**config.mk**
```make
export PLATFORM = sky130hd
export DESIGN_NAME = regfile_mp
export DESIGN_NICKNAME = d
export VERILOG_FILES = /design/src/rtl/regfile_pkg.sv /design/src/rtl/regfile_mp_mux_n.sv /design/src/rtl/regfile_mp.sv
export SDC_FILE = /design/constraint.sdc
export NUM_CORES = 2
export LEC_CHECK = 0
export ABC_CLOCK_PERIOD_IN_PS = 8700
export BUFFER_PORTS_ARGS = -buffer_cell sky130_fd_sc_hd__buf_2
export CORE_MARGIN = 4
export CORE_UTILIZATION = 49
export DETAILED_ROUTE_END_ITERATION = 6
export PLACE_DENSITY = 0.67
export SLEW_MARGIN = 5
export SYNTH_ARGS = -nofsm -noshare
export SYNTH_HDL_FRONTEND = slang
export SYNTH_HIERARCHICAL = 1
export SYNTH_SLANG_ARGS = --single-unit
```
**constraint.sdc**
```tcl
create_clock -name clock -period 8.7 [get_ports clock]
set_input_delay 1.74 -clock clock [delete_from_list [all_inputs] [get_ports clock]]
set_output_delay 1.74 -clock clock [all_outputs]
set_load 0.01 [all_outputs]
```
**src/rtl/regfile_pkg.sv**
```systemverilog
// Shared definitions for the register file and its users (decode, writeback).
package regfile_pkg;

   // Index of the register that reads as zero when the hardwired-zero option is on
   localparam int ZERO_REG_IDX = 0;

   // Default geometry shared with decode and writeback
   localparam int DEF_WIDTH = 32;
   localparam int DEF_DEPTH = 32;
   localparam int DEF_NREAD = 2;

   // Address width needed to index DEPTH registers (at least one bit)
   function automatic int calc_aw(input int depth);
      return (depth < 2) ? 1 : $clog2(depth);
   endfunction

endpackage

```
**src/rtl/regfile_mp_mux_n.sv**
```systemverilog
// N:1 word selector; a select value at or beyond N returns all zeros.
module mux_n #(
   parameter int WIDTH = 32,
   parameter int N     = 32,
   parameter int SW    = (N < 2) ? 1 : $clog2(N)
) (
   input  logic [N*WIDTH-1:0] din,
   input  logic [SW-1:0]      sel,
   output logic [WIDTH-1:0]   dout
);

   // Scan every word so that an out-of-range select simply matches nothing
   always_comb begin
      dout = '0;
      for (int i = 0; i < N; i++) begin
         if (int'(sel) == i) begin
            dout = din[i*WIDTH +: WIDTH];
         end
      end
   end

endmodule

```
**src/rtl/regfile_mp.sv**
```systemverilog
// Parametrised multi-read-port register file with optional zero register,
// write-to-read bypass and registered read data.
module regfile_mp
   import regfile_pkg::*;
#(
   parameter int WIDTH    = DEF_WIDTH,
   parameter int DEPTH    = DEF_DEPTH,
   parameter int NREAD    = DEF_NREAD,
   parameter int AW       = calc_aw(DEPTH),
   parameter bit ZERO_REG = 1'b1,
   parameter bit BYPASS   = 1'b1,
   parameter int READ_LAT = 0
) (
   input  logic                   clock,
   input  logic                   reset_n,
   input  logic                   we,
   input  logic [AW-1:0]          waddr,
   input  logic [WIDTH-1:0]       wdata,
   input  logic [NREAD*AW-1:0]    raddr,
   output logic [NREAD*WIDTH-1:0] rdata,
   output logic                   wr_err
);

   localparam logic [AW-1:0] ZERO_ADDR = AW'(ZERO_REG_IDX);
   localparam logic [AW:0]   DEPTH_X   = DEPTH[AW:0];

   logic [WIDTH-1:0]       regs_q [DEPTH];
   logic [WIDTH-1:0]       regs_d [DEPTH];
   logic [DEPTH*WIDTH-1:0] regs_flat;
   logic                   wr_err_q;
   logic                   wr_err_d;
   logic                   wr_in_range;
   logic                   wr_to_zero;
   logic                   wr_legal;
   logic [NREAD*WIDTH-1:0] rdata_d;

   // Classify the write: legal writes update a register, out-of-range ones raise wr_err
   always_comb begin
      wr_in_range = ({1'b0, waddr} < DEPTH_X);
      wr_to_zero  = ZERO_REG && (waddr == ZERO_ADDR);
      wr_legal    = we && wr_in_range && !wr_to_zero;
      wr_err_d    = we && !wr_in_range;
   end

   // Next register array contents: only the addressed entry changes on a legal write
   always_comb begin
      regs_d = regs_q;
      for (int i = 0; i < DEPTH; i++) begin
         if (wr_legal && (waddr == AW'(i))) begin
            regs_d[i] = wdata;
         end
      end
   end

   // Flatten the array so each read port can select from it
   always_comb begin
      regs_flat = '0;
      for (int i = 0; i < DEPTH; i++) begin
         regs_flat[i*WIDTH +: WIDTH] = regs_q[i];
      end
   end

   // Register array and error pulse; reset wins over a same-edge write
   always_ff @(posedge clock or negedge reset_n) begin
      if (!reset_n) begin
         for (int i = 0; i < DEPTH; i++) begin
            regs_q[i] <= '0;
         end
         wr_err_q <= 1'b0;
      end else begin
         regs_q   <= regs_d;
         wr_err_q <= wr_err_d;
      end
   end

   assign wr_err = wr_err_q;

   for (genvar k = 0; k < NREAD; k++) begin : g_port
      logic [AW-1:0]    ra;
      logic [WIDTH-1:0] mux_out;
      logic [WIDTH-1:0] rd_val;

      assign ra = raddr[k*AW +: AW];

      mux_n #(
         .WIDTH (WIDTH),
         .N     (DEPTH),
         .SW    (AW)
      ) u_mux (
         .din  (regs_flat),
         .sel  (ra),
         .dout (mux_out)
      );

      // Read value priority: out of range, zero register, bypass, then stored data
      always_comb begin
         rd_val = mux_out;
         if ({1'b0, ra} >= DEPTH_X) begin
            rd_val = '0;
         end else if (ZERO_REG && (ra == ZERO_ADDR)) begin
            rd_val = '0;
         end else if (BYPASS && wr_legal && (waddr == ra)) begin
            rd_val = wdata;
         end
      end

      assign rdata_d[k*WIDTH +: WIDTH] = rd_val;
   end

   if (READ_LAT == 1) begin : g_reg_read
      logic [NREAD*WIDTH-1:0] rdata_q;

      // Registered read data: one cycle from address to data
      always_ff @(posedge clock or negedge reset_n) begin
         if (!reset_n) begin
            rdata_q <= '0;
         end else begin
            rdata_q <= rdata_d;
         end
      end

      assign rdata = rdata_q;
   end else begin : g_comb_read
      assign rdata = rdata_d;
   end

endmodule

```
# Word-level counts from Yosys, hierarchy flattened
# Index checks and enable logic that the tools add are counted.
[word_totals]
ramBits = 0
latchBits = 0
rom_bits = 0
reg_bits = 1024
output_inout_bits = 65
mem_count = 0
wordCells = 236
in_bits = 50
[classes]
eq_ne = 95
add_sub_neg = 0
order_cmp = 0
n_bitwise = 0
shift = 0
div = 0
muxes = 68
n_reduce_logical = 41
n_mul = 0
[op_table]
columns = ["cell", "count"]
rows = [
  ["32-bit 2-to-1 mux", 68],
  ["5-bit == test, second input constant", 48],
  ["5-bit by 4-bit == test with 1-bit output, second input constant", 24],
  ["5-bit by 3-bit == test with 1-bit output, second input constant", 12],
  ["1-bit logical AND", 35],
  ["5-bit by 2-bit == test with 1-bit output, second input constant", 6],
  ["5-bit zero test", 5],
  ["5-bit by 1-bit == test with 1-bit output, second input constant", 3],
  ["5-bit == test", 2],
  ["1-bit zero test", 1],
]

# Longest topological paths before layout
[depth]
depth_word = 35
depth_mapped = 14
mapped_depth_nobuf = 9

# Modules after synthesis
# The synthesis kept the hierarchy.
[by_module_without_submodules]
columns = ["module", "cells_per_inst", "area_each_um2", "instances"]
rows = [
  ["regfile_mp", 2534, 39396.5, 1],
  ["mux_n", 1548, 9705.6, 2],
]

# Worst setup path after synthesis
# No wires, ideal clock.
[synth_path]
kind = "input to output"
startpoint = "in raddr[6]"
endpoint = "out rdata[58]"
t_arrival_ns = 3.845
stages = 12
required_time_ns = 6.960
slack_ns = 3.115
n_path_buf = 5
cell_sequence = "buf_2 > buf_4 > and2_0 > buf_2 > nand2_2 > clkbuf_1 > clkbuf_1 > o21ai_0 > a211oi_1 > a22o_1 > nand2_1 > o21ai_0"
[synth_between]
elab_chain_len = 35
elab_cells_between_ends = 69
[synth_rtl]
columns = ["item", "line", "source"]
rows = [
  ["start: declaration", "regfile_mp.sv:19", "input logic [NREAD*AW-1:0] raddr,"],
  ["5-bit zero test", "regfile_mp_mux_n.sv:16", "if (int'(sel) == i) begin"],
  ["32-bit 2-to-1 mux (31 in series)", "regfile_mp_mux_n.sv:16", ""],
  ["32-bit 2-to-1 mux (*)", "regfile_mp_mux_n.sv:16", ""],
  ["named net g_port[1].mux_out[26]", "regfile_mp.sv:80", "logic [WIDTH-1:0] mux_out;"],
  ["32-bit 2-to-1 mux (*)", "regfile_mp.sv:102", "end else if (BYPASS && wr_legal && (waddr == ra)) begin"],
  ["32-bit 2-to-1 mux (*)", "regfile_mp.sv:100", "end else if (ZERO_REG && (ra == ZERO_ADDR)) begin"],
  ["end: declaration", "regfile_mp.sv:20", "output logic [NREAD*WIDTH-1:0] rdata,"],
]
# The timed path passes the listed nets; every way through them passes the cells marked *.

# Final worst setup path
[layout_path]
startpoint = "in raddr[9]"
endpoint = "out rdata[47]"
# The elaborated chain is that of the path after synthesis.

==> load_flow_metrics.sql <==
INSERT INTO impl_metrics (metric_group, metric, value, unit) VALUES
('outcome', 'outcome', 'complete, but fails checks', ''),
('outcome', 'violated_checks', 'design-rule violations', ''),
('clock_network', 'cts_post_setup_buffers_inserted', '0', ''),
('clock_network', 'cts.clk_slew.worst_paths', '0.06', 'ns'),
('yosys', 'synth_simple_gate_area_share', '7.98', '%'),
('drt', 'antenna_violating_nets_post_route', '0', ''),
('worst_setup_path', 'critical_path.startpoint_type', 'primary input', ''),
('power_and_ir_drop', 'ir_drop', '0.203', 'mV'),
('sta', 'number_of_hold_violations_in_the_final_report', '0', ''),
('drt', 'vias', '51500', ''),
('floorplan', 'die_area', '0.126', 'mm2'),
('worst_setup_path', 'regToRegStartpoint', 'regs_flat[130]$_DFFE_PN0P_', ''),
('placement', 'port_buffers', '113', ''),
('global_routing', 'grtUsageTotal', '36.0', '%'),
('clock_network', 'cts_sinks', '1024', ''),
('run', 'cap_violations', '0', ''),
('worst_setup_path', 'maximum_net_fanout_on_the_critical_path', '40', ''),
('cells_and_area', 'layout.cells.most_common_list', 'sky130_fd_sc_hd__mux2_2 (1038), sky130_fd_sc_hd__dfrtp_1 (1024), sky130_fd_sc_hd__o21ai_0 (406)', ''),
('drt', 'vias_per_cell', '7.24', ''),
('floorplan', 'core_area', '0.119', 'mm2'),
('yosys', 'synth-adder-area-share', '0', '%'),
('yosys', 'ys_async_sr_fraction', '100', '%'),
('global_routing', 'antenna_found_initial', '12', ''),
('cells_and_area', 'multi_input_comb_area', '0.0305', 'mm2'),
('drt', 'drt_drc_violations_left', '10', ''),
('sta', 'drv_slew', '0', ''),
('sta', 'fmax', '0.132', 'GHz'),
('cells_and_area', 'layout.filler_cells', '10500', ''),
('worst_setup_path', 'crit_type', 'primary input to primary output', ''),
('clock_network', 'post_cts_resize_count', '0', ''),
('clock_network', 'cts-buffers-inserted', '107', ''),
('sta', 'setup_repair_after_global_routing_missed_its_margin', 'no', ''),
('sta', 'timing.hold.ws', '0.405', 'ns'),
('power_and_ir_drop', 'power.static_leakage', '0.0271', 'uW'),
('sta', 'period_needed', '7.59', 'ns'),
('yosys', 'synthMuxAreaShare', '24.1', '%'),
('cells_and_area', 'final_common_cell', 'sky130_fd_sc_hd__mux2_2', ''),
('clock_network', 'cts_root_buffer', 'sky130_fd_sc_hd__clkbuf_16', ''),
('power_and_ir_drop', 'pwr_density_cell', '218', 'mW/mm2'),
('drt', 'route.detailed.wl_per_inst', '33.0', 'um'),
('yosys', 'ys_seq_area_share', '43.6', '%'),
('global_routing', 'pin_count_of_the_biggest_net_entering_global_routing', '159', ''),
('sta', 'final.setup.tns', '0', 'ns'),
('worst_setup_path', 'critical_path_required', '6.96', 'ns'),
('sta', 'timing.max_slew.rel_slack', '13.1', '%'),
('floorplan', 'fp.dieW', '354', 'um'),
('floorplan', 'die_y', '354', 'um'),
('sta', 'finClkSkew', '0', 'ns'),
('yosys', 'synthCells', '5630', ''),
('clock_network', 'worstSkewPairLatency', '0.71', 'ns'),
('sta', 'part_of_the_cycle_the_worst_path_needs', '87.2', '%'),
('floorplan', 'effective_utilization_at_floorplan', '49.6', '%'),
('worst_hold_path', 'hold_path.class', 'register to register', ''),
('drt', 'drtPass1Iterations', '7', ''),
('yosys', 'synth-compound-area-share', '19.2', '%'),
('drt', 'detail_route.wirelength', '234000', 'um'),
('worst_setup_path', 'worst_setup_path_startpoint', 'raddr[9]', ''),
('yosys', 'ys_seq_elements', '1024', ''),
('yosys', 'synthesis.nets', '5680', ''),
('global_routing', 'wire_length_of_the_first_global_routing_pass', '340000', 'um'),
('cells_and_area', 'largest_reg_flops', '1024', ''),
('sta', 'worst_slew_pin_slew', '1.29', 'ns'),
('sta', 'finalSetupViolCount', '0', ''),
('drt', 'drt_iter0_drcs', '8576', ''),
('placement', 'place_hpwl', '150000', 'um'),
('clock_network', 'ctsLongestPathBuffers', '3', ''),
('yosys', 'post_synth_num_cell_types', '81', ''),
('cells_and_area', 'ff_latch_area', '0.0256', 'mm2'),
('floorplan', 'ios', '115', ''),
('cells_and_area', 'drive_above_1_share', '29.3', '%'),
('yosys', 'synth.avg_cell_area', '10.4', 'um2');
cell usage after synthesis (all sizes together), types with 8 or more instances:
master / instances / share of area (%)
nor2b: 63 / 0.67
o221ai: 156 / 2.3
dfrtp: 1024 / 44
a21o: 24 / 0.31
or3b: 8 / 0.12
nor3b: 14 / 0.29
nand4: 12 / 0.13
nand2b: 41 / 0.45
a32o: 16 / 0.27
a211oi: 78 / 1.0
mux2i: 156 / 2.7
o21ai: 416 / 3.5
a22o: 60 / 0.89
o2111ai: 40 / 0.60
a221oi: 44 / 0.66
o22ai: 190 / 2.0
a211o: 10 / 0.15
a21oi: 390 / 3.3
o32a: 24 / 0.41
mux2: 1050 / 20
clkbuf: 322 / 2.1
inv: 18 / 0.11
buf: 291 / 2.8
a21boi: 26 / 0.33
nand2: 275 / 1.8
a22oi: 70 / 0.89
mux4: 36 / 1.4
a32oi: 8 / 0.12
nor4: 8 / 0.085
o22a: 22 / 0.33
nor3: 83 / 0.79
or4: 24 / 0.31
a31oi: 90 / 0.96
o211ai: 24 / 0.31
nand3: 75 / 0.66
nor2: 335 / 2.2
kinds of logic (layout without fill, tap and decap cells):
family                    Yosys count  after routing
AOI/OAI and AO/OA                1738           1738
xor gates and xnor gates           10             10
buffers and inverters             635            502
DFF                              1024           1024
muxes                            1242           1242
other                               1             11
and+or+nand+nor                   980            980
worst max-delay path, stage by stage:
cell	delay [ns]
sky130_fd_sc_hd__buf_4	0.29
sky130_fd_sc_hd__or3b_1	0.77
sky130_fd_sc_hd__nor2_1	0.87
sky130_fd_sc_hd__a221oi_1	0.18
sky130_fd_sc_hd__a21oi_1	0.33
sky130_fd_sc_hd__a221oi_1	0.19
sky130_fd_sc_hd__nor3_1	0.48
sky130_fd_sc_hd__or4_1	0.20
sky130_fd_sc_hd__nand2_1	0.04
sky130_fd_sc_hd__o21ai_0	0.48
sky130_fd_sc_hd__buf_2	0.24
layout make-up:
cell class	count	share of cell area [%]
multi-input combinational	3971	47.7
sequential	1024	40.1
clock buffer	153	4.83
timing repair buffer	289	3.17
tap	1600	3.13
clock inverter	38	0.852
inverter	22	0.133
antenna	10	0.0392
where the power goes:
group          internal, uW  switching, uW  total, uW
sequential             5670            758       6430
clock                  2820           2030       4850
combinational          1230           1430       2660
per-stage QoR:
stage | setup slack, ns | instances | area (um2) | total power (uW) | util [%]
after floorplan | 3.12 | 5630 | 58800 | 8030 | -
after global placement | 1.38 | 6906 | 60200 | 8920 | 50.8
after detailed placement | 1.38 | 6906 | 60200 | 9030 | 50.8
after CTS | 1.40 | 7097 | 63800 | 13800 | 53.8
after global routing | 1.10 | 7100 | 63800 | 14400 | 53.9
final | 1.11 | 7107 | 63900 | 13900 | 53.9
per-layer routing:
| metal | wire (um) | global-route usage (%) | vias up |
|---|---|---|---|
| met2 | 95300 | 50.0 | 4032 |
| li1 | - | - | 20800 |
| met4 | 11900 | 16.5 | 6 |
| met3 | 34500 | 13.8 | 790 |
| met5 | 40 | 0.346 | - |
| met1 | 92600 | 49.6 | 25900 |
final timing paths:
kind | to | slack [ns] | cells after the start
min | regs_flat[29]$_DFFE_PN0P_ | 0.40 | 0
max in group asynchronous | regs_flat[934]$_DFFE_PN0P_ | 6.01 | 3
max reg2reg | regs_flat[130]$_DFFE_PN0P_ | 7.76 | 1
max | rdata[47] | 1.11 | 11
min reg2reg | regs_flat[29]$_DFFE_PN0P_ | 0.40 | 0
min in group asynchronous | regs_flat[609]$_DFFE_PN0P_ | 1.08 | 1
No activity file was read; power rests on OpenSTA's default activity.
